File: src/rtl/approx_pkg.sv
// Shared constants, ALU opcodes and the saturation helper for the 1/x series datapath.
package approx_pkg;

  localparam int WIDTH = 16;
  localparam int FRAC  = 14;
  localparam int NW    = 8;
  localparam int N_MAX = 32;
  localparam int EPS   = 4;

  localparam logic signed [WIDTH-1:0]   ONE     = WIDTH'(1 << FRAC);
  localparam logic signed [2*WIDTH-1:0] ONE_W   = (2*WIDTH)'(1 << FRAC);
  localparam logic signed [WIDTH-1:0]   W_MAX   = {1'b0, {(WIDTH-1){1'b1}}};
  localparam logic signed [WIDTH-1:0]   W_MIN   = {1'b1, {(WIDTH-1){1'b0}}};
  localparam logic signed [2*WIDTH-1:0] SAT_HI  = {{(WIDTH+1){1'b0}}, {(WIDTH-1){1'b1}}};
  localparam logic signed [2*WIDTH-1:0] SAT_LO  = {{(WIDTH+1){1'b1}}, {(WIDTH-1){1'b0}}};

  typedef enum logic [2:0] {
    ADD_ONE  = 3'd0,
    SUB_ONE  = 3'd1,
    ADD_SUB  = 3'd2,
    MULTIPLY = 3'd3,
    ALU_IDLE = 3'd4
  } alu_op_e;

  function automatic logic signed [WIDTH-1:0] sat(input logic signed [2*WIDTH-1:0] v);
    if (v > SAT_HI)      sat = W_MAX;
    else if (v < SAT_LO) sat = W_MIN;
    else                 sat = v[WIDTH-1:0];
  endfunction

endpackage

File: src/rtl/approx_alu.sv
// Fixed-point ALU with a single result register; result appears one cycle after the opcode.
module approx_alu
  import approx_pkg::*;
(
  input  logic                    clk,
  input  logic                    rst,
  input  logic [2:0]              mode_i,
  input  logic signed [WIDTH-1:0] a_i,
  input  logic signed [WIDTH-1:0] b_i,
  input  logic                    sub_i,
  output logic signed [WIDTH-1:0] alu_r_o
);

  logic signed [2*WIDTH-1:0] a_w, b_w, prod;
  logic signed [WIDTH-1:0]   alu_nxt;

  assign a_w  = {{WIDTH{a_i[WIDTH-1]}}, a_i};
  assign b_w  = {{WIDTH{b_i[WIDTH-1]}}, b_i};
  assign prod = a_w * b_w;

  always_comb begin
    alu_nxt = alu_r_o;
    case (mode_i)
      ADD_ONE:  alu_nxt = a_i + 16'sd1;
      SUB_ONE:  alu_nxt = sat(a_w - ONE_W);
      ADD_SUB:  alu_nxt = sub_i ? sat(a_w - b_w) : sat(a_w + b_w);
      MULTIPLY: alu_nxt = sat(prod >>> FRAC);
      default:  alu_nxt = alu_r_o;
    endcase
  end

  always_ff @(posedge clk or negedge rst) begin
    if (!rst) alu_r_o <= '0;
    else      alu_r_o <= alu_nxt;
  end

endmodule

File: src/rtl/approx_datapath.sv
// Register file, A/B operand muxing and termination check for the 1/x series approximation.
module approx_datapath
  import approx_pkg::*;
(
  input  logic             clk,
  input  logic             rst,
  input  logic             start_i,
  input  logic             busy_i,
  input  logic [WIDTH-1:0] x_i,
  input  logic [2:0]       mode_i,
  input  logic             check_for_termination_i,
  input  logic             wren_x1_i,
  input  logic             wren_x1_n_i,
  input  logic             wren_y_i,
  input  logic             wren_n_i,
  input  logic             wren_sigma_n_i,
  input  logic             x_to_alu_a_i,
  input  logic             y_to_alu_a_i,
  input  logic             x1_to_alu_a_i,
  input  logic             n_to_alu_a_i,
  input  logic             x1_n_to_alu_b_i,
  input  logic             sigma_n_to_alu_i,
  output logic             valid_o,
  output logic [WIDTH-1:0] result_o,
  output logic [NW-1:0]    n_o
);

  logic signed [WIDTH-1:0] x, y, x1, x1_n, alu_a, alu_b, alu_r;
  logic [WIDTH-1:0]        mag;
  logic [NW-1:0]           n;
  logic                    sigma_n, start_acc, done;

  assign start_acc = start_i & ~busy_i;

  always_comb begin
    alu_a = '0;
    if (x_to_alu_a_i)       alu_a = x;
    else if (y_to_alu_a_i)  alu_a = y;
    else if (x1_to_alu_a_i) alu_a = x1;
    else if (n_to_alu_a_i)  alu_a = {{(WIDTH-NW){1'b0}}, n};
  end

  assign alu_b = x1_n_to_alu_b_i ? x1_n : '0;

  approx_alu u_alu (
    .clk     (clk),
    .rst     (rst),
    .mode_i  (mode_i),
    .a_i     (alu_a),
    .b_i     (alu_b),
    .sub_i   (sigma_n_to_alu_i & sigma_n),
    .alu_r_o (alu_r)
  );

  // The most-negative value has no positive twin; clamp it to max magnitude.
  always_comb begin
    if (x1_n == W_MIN)      mag = W_MAX;
    else if (x1_n[WIDTH-1]) mag = -x1_n;
    else                    mag = x1_n;
  end

  assign done = (mag < WIDTH'(EPS)) || (n >= NW'(N_MAX));

  always_ff @(posedge clk or negedge rst) begin
    if (!rst) begin
      x       <= '0;
      y       <= '0;
      x1      <= '0;
      x1_n    <= '0;
      n       <= '0;
      sigma_n <= 1'b0;
      valid_o <= 1'b0;
    end else if (start_acc) begin
      x       <= x_i;
      y       <= ONE;
      n       <= NW'(1);
      sigma_n <= 1'b1;
      valid_o <= 1'b0;
    end else begin
      if (wren_x1_i)      x1      <= alu_r;
      if (wren_x1_n_i)    x1_n    <= alu_r;
      if (wren_y_i)       y       <= alu_r;
      if (wren_n_i)       n       <= alu_r[NW-1:0];
      if (wren_sigma_n_i) sigma_n <= ~sigma_n;
      valid_o <= check_for_termination_i & done;
    end
  end

  assign result_o = y;
  assign n_o      = n;

endmodule

File: config.mk
export PLATFORM = sky130hd
export DESIGN_NAME = approx_datapath
export DESIGN_NICKNAME = d
export VERILOG_FILES = /design/src/rtl/approx_pkg.sv /design/src/rtl/approx_alu.sv /design/src/rtl/approx_datapath.sv
export SDC_FILE = /design/constraint.sdc
export NUM_CORES = 1
export LEC_CHECK = 0
export ABC_CLOCK_PERIOD_IN_PS = 11200
export CORE_UTILIZATION = 30
export CTS_BUF_LIST = sky130_fd_sc_hd__clkbuf_4
export CTS_CLUSTER_DIAMETER = 60
export CTS_CLUSTER_SIZE = 8
export DETAILED_ROUTE_END_ITERATION = 10
export SKIP_CTS_REPAIR_TIMING = 1
export SLEW_MARGIN = 20
export SYNTH_ARGS = -nofsm -noshare
export SYNTH_HDL_FRONTEND = slang
export SYNTH_SLANG_ARGS = --single-unit
File: constraint.sdc
create_clock -name clk -period 11.2 [get_ports clk]
set_input_delay 2.8 -clock clk [delete_from_list [all_inputs] [get_ports clk]]
set_output_delay 2.8 -clock clk [all_outputs]
set_load 0.01 [all_outputs]
==> results.txt <==
Most common cell in the synthesized netlist - inv_1
GPL Wtd Cong - 0.9721
Top cells by area, synth - fa_1 32%, dfrtp_1 14%, ha_1 8.9%, inv_1 8.7%, nand2_1 6.0%
Slowest stage cell, crit path - clkdlybuf4s50_1
Row count - 85
Post-Syn Instances - 1913
# fillers - 5606
Post-DP Area - 0.01819 mm²
Met1 usage - 28.23%
Largest net degree at the start of global routing - 68
Gr busiest metal - met2
Main synth FF type - dfrtp_1
Via density - 5.087
CTS buffer count - 9
Synth warnings - 0
Status - finished, final reports clean
FF-to-FF End - u_alu.alu_r_o[4]$_DFFE_PN0P_
CTS root buffer - clkbuf_4
Endpoints failing setup - 0
Clock H-tree levels - 3
Worst hold start - x[12]$_DFFE_PN0P_
Area Overhead vs Synth - 11.95%
Die Wd - 235.7 µm
Post-synth EDFFs - 0
Arrival time at the worst endpoint - 11.13 ns
Met3 Use GR - 1.595%
Worst Setup End Kind - flip-flop
Max Slew Vio Count - 0
M2 GR Usage - 33.51%
Die ar. - 0.05554 mm²
FMAX - 93.26 MHz
Worst R2R Start - result_o[8]$_DFFE_PN0P_
Worst min-delay path class - flip-flop to flip-flop
Post-synth cell types - 87
CTS Buffer Depth - 2
Router iterations before antenna repair - 6
Most frequent CP cell - fa_1
DRC - 0
Initial Util - 30.38%
Syn Area/Cell - 8.563 µm²
Vias in the first global route - 14469
Final WL - 54.36 mm
Measured slew at the worst slew-check pin - 1.064 ns
# clock sinks - 90
Reg2Reg Depth - 26
CP peak stage delay - 0.73 ns
Post-route cell area - 0.01834 mm²
Core footprint - 0.05392 mm²
Antenna violations before repair - 1
First DRT Iteration DRCs - 1055
Fraction of layout cells with a size suffix above 1 - 8.438%
Post-synthesis cell area - 0.01638 mm²
Worst R2R Setup Slack - 3.34 ns
Max-cap violations - 0
Port Buffers - 59
Critical path class - input port to flip-flop
Clk slew on worst S/H paths - 0.16 ns
Top cell type's share of synthesized area - 32.14%
Hold Path End - x[12]$_DFFE_PN0P_
Gr ovfl total - 0
Crit path launch type - input port
Synth async-reset ratio - 100.0%
Critical path required time - 11.60 ns
Clock latency at the later pin of the worst-skew pair - 0.46 ns
# nets final - 2401
Die height - 235.7 µm
DPL Wire Length - 45.33 mm
First-pass GRT wire length - 86.39 mm
TritonCTS clock tree - done
Fin. Hold Viols - 0
GRT Util Overall - 20.22%
DR WL/cell - 20.22 µm
CP max FO - 19
Period utilisation layout - 95.74%
Cell taking the most area after synthesis - fa_1
Hold Crit Depth - 2
Slew HR - 28.87%
Vias - 13675
Post-synth top cells - 380 x inv_1, 263 x fa_1, 261 x nand2_1, 188 x nor2_1, 117 x ha_1
RSZ-0062 raised after global routing - false
Antenna viol nets, final - 0
Yosys reg bits - 90
I/O pin count - 60
Seq/Total Area, Yosys - 13.75%
Mapped Nets - 2328
Tmin final - 10.72 ns
Clock skew - 0.02279 ns
Setup_tns - 0 ns
==> metal layers <==
metal | wire length, µm | vias up
li1 | - | 6150
met3 | 2676 | 84
met1 | 24500 | 6976
met4 | 1816 | 0
met5 | 0 | -
met2 | 25370 | 465
==> layout make-up <==
class	count	area [µm²]	area share (%)
antenna	1	2.502	0.01365
clock inverter	7	82.58	0.4503
inverter	389	1460	7.962
clock buffer	9	67.56	0.3684
multi-input combinational	1348	12310	67.12
tap	696	870.8	4.749
timing repair buffer	148	1294	7.055
sequential	90	2252	12.28
==> stage by stage <==
| stage | util [%] | hold WS, ns | cells | setup WS, ns |
|---|---|---|---|---|
| after floorplan | - | 0.4455 | 1913 | 0.9202 |
| after global placement | 33.73 | 0.4684 | 2671 | 0.2468 |
| after detailed placement | 33.73 | 0.4650 | 2671 | 0.1102 |
| after CTS | 34.01 | 0.5028 | 2687 | 0.6015 |
| after global routing | 34.01 | 0.5328 | 2687 | 0.1726 |
| final | 34.01 | 0.5002 | 2688 | 0.4770 |
==> flip-flops by register name (all words and copies together) (netlist names) <==
register	count
x	16
x1_n	16
sigma_n	1
x1	16
u_alu.alu_r_o	16
result_o	16
n_o	8
valid_o	1
==> worst max-delay path by stage <==
stage / depth (start not counted) / slack, ns / from / to
after floorplan: 31 / 0.92 / x1_to_alu_a_i / u_alu.alu_r_o[11]$_DFFE_PN0P_
after global placement: 28 / 0.25 / x_to_alu_a_i / u_alu.alu_r_o[4]$_DFFE_PN0P_
after detailed placement: 28 / 0.11 / x_to_alu_a_i / u_alu.alu_r_o[4]$_DFFE_PN0P_
after CTS: 28 / 0.60 / x_to_alu_a_i / u_alu.alu_r_o[4]$_DFFE_PN0P_
after global routing: 28 / 0.17 / x_to_alu_a_i / u_alu.alu_r_o[4]$_DFFE_PN0P_
final: 28 / 0.48 / x_to_alu_a_i / u_alu.alu_r_o[4]$_DFFE_PN0P_
==> worst max-delay path: cells and delay by family <==
| kind | cells | cell delay, ns |
|---|---|---|
| and+or+nand+nor | 2 | 0.56 |
| buffers and inverters | 8 | 2.04 |
| xor gates and xnor gates | 1 | 0.23 |
| AOI/OAI and AO/OA | 9 | 1.73 |
| adders and majority gates | 8 | 3.74 |
==> cells by family (layout without fill, tap and decap cells) <==
logic type / Yosys count / after routing / share of synthesized area, %
and+or+nand+nor: 554 / 554 / 14.60
buffers and inverters: 475 / 553 / 11.12
other: 0 / 1 / 0
adders and majority gates: 380 / 380 / 41.08
xor gates and xnor gates: 62 / 62 / 3.361
DFF: 90 / 90 / 13.75
AOI/OAI and AO/OA: 294 / 294 / 12.21
muxes: 58 / 58 / 3.873
==> cell usage in the layout, fill, tap and decap left out, types with 5 or more instances in the layout <==
master,instances
a21o_1,21
a22oi_1,10
nand4_1,11
a21oi_1,69
mux2_2,33
o22ai_1,14
dfrtp_1,90
a31oi_1,10
or4_1,5
inv_1,380
o31ai_1,7
fa_1,263
o21bai_1,10
nand2b_1,8
o211ai_1,8
clkinv_1,6
o21a_1,16
mux2i_1,24
clkbuf_4,9
and2_1,13
nand3_1,14
xnor2_1,50
nor2_1,188
nor3_1,15
a211oi_1,12
xor2_1,11
buf_4,87
nand2_1,261
nor2b_1,9
o21ai_1,11
o21ai_0,53
clkdlybuf4s50_1,58
ha_1,117
Power is left out: the tool's default activity adds up to more than one toggle a clock period on the data nets, which glitch-free logic cannot reach.
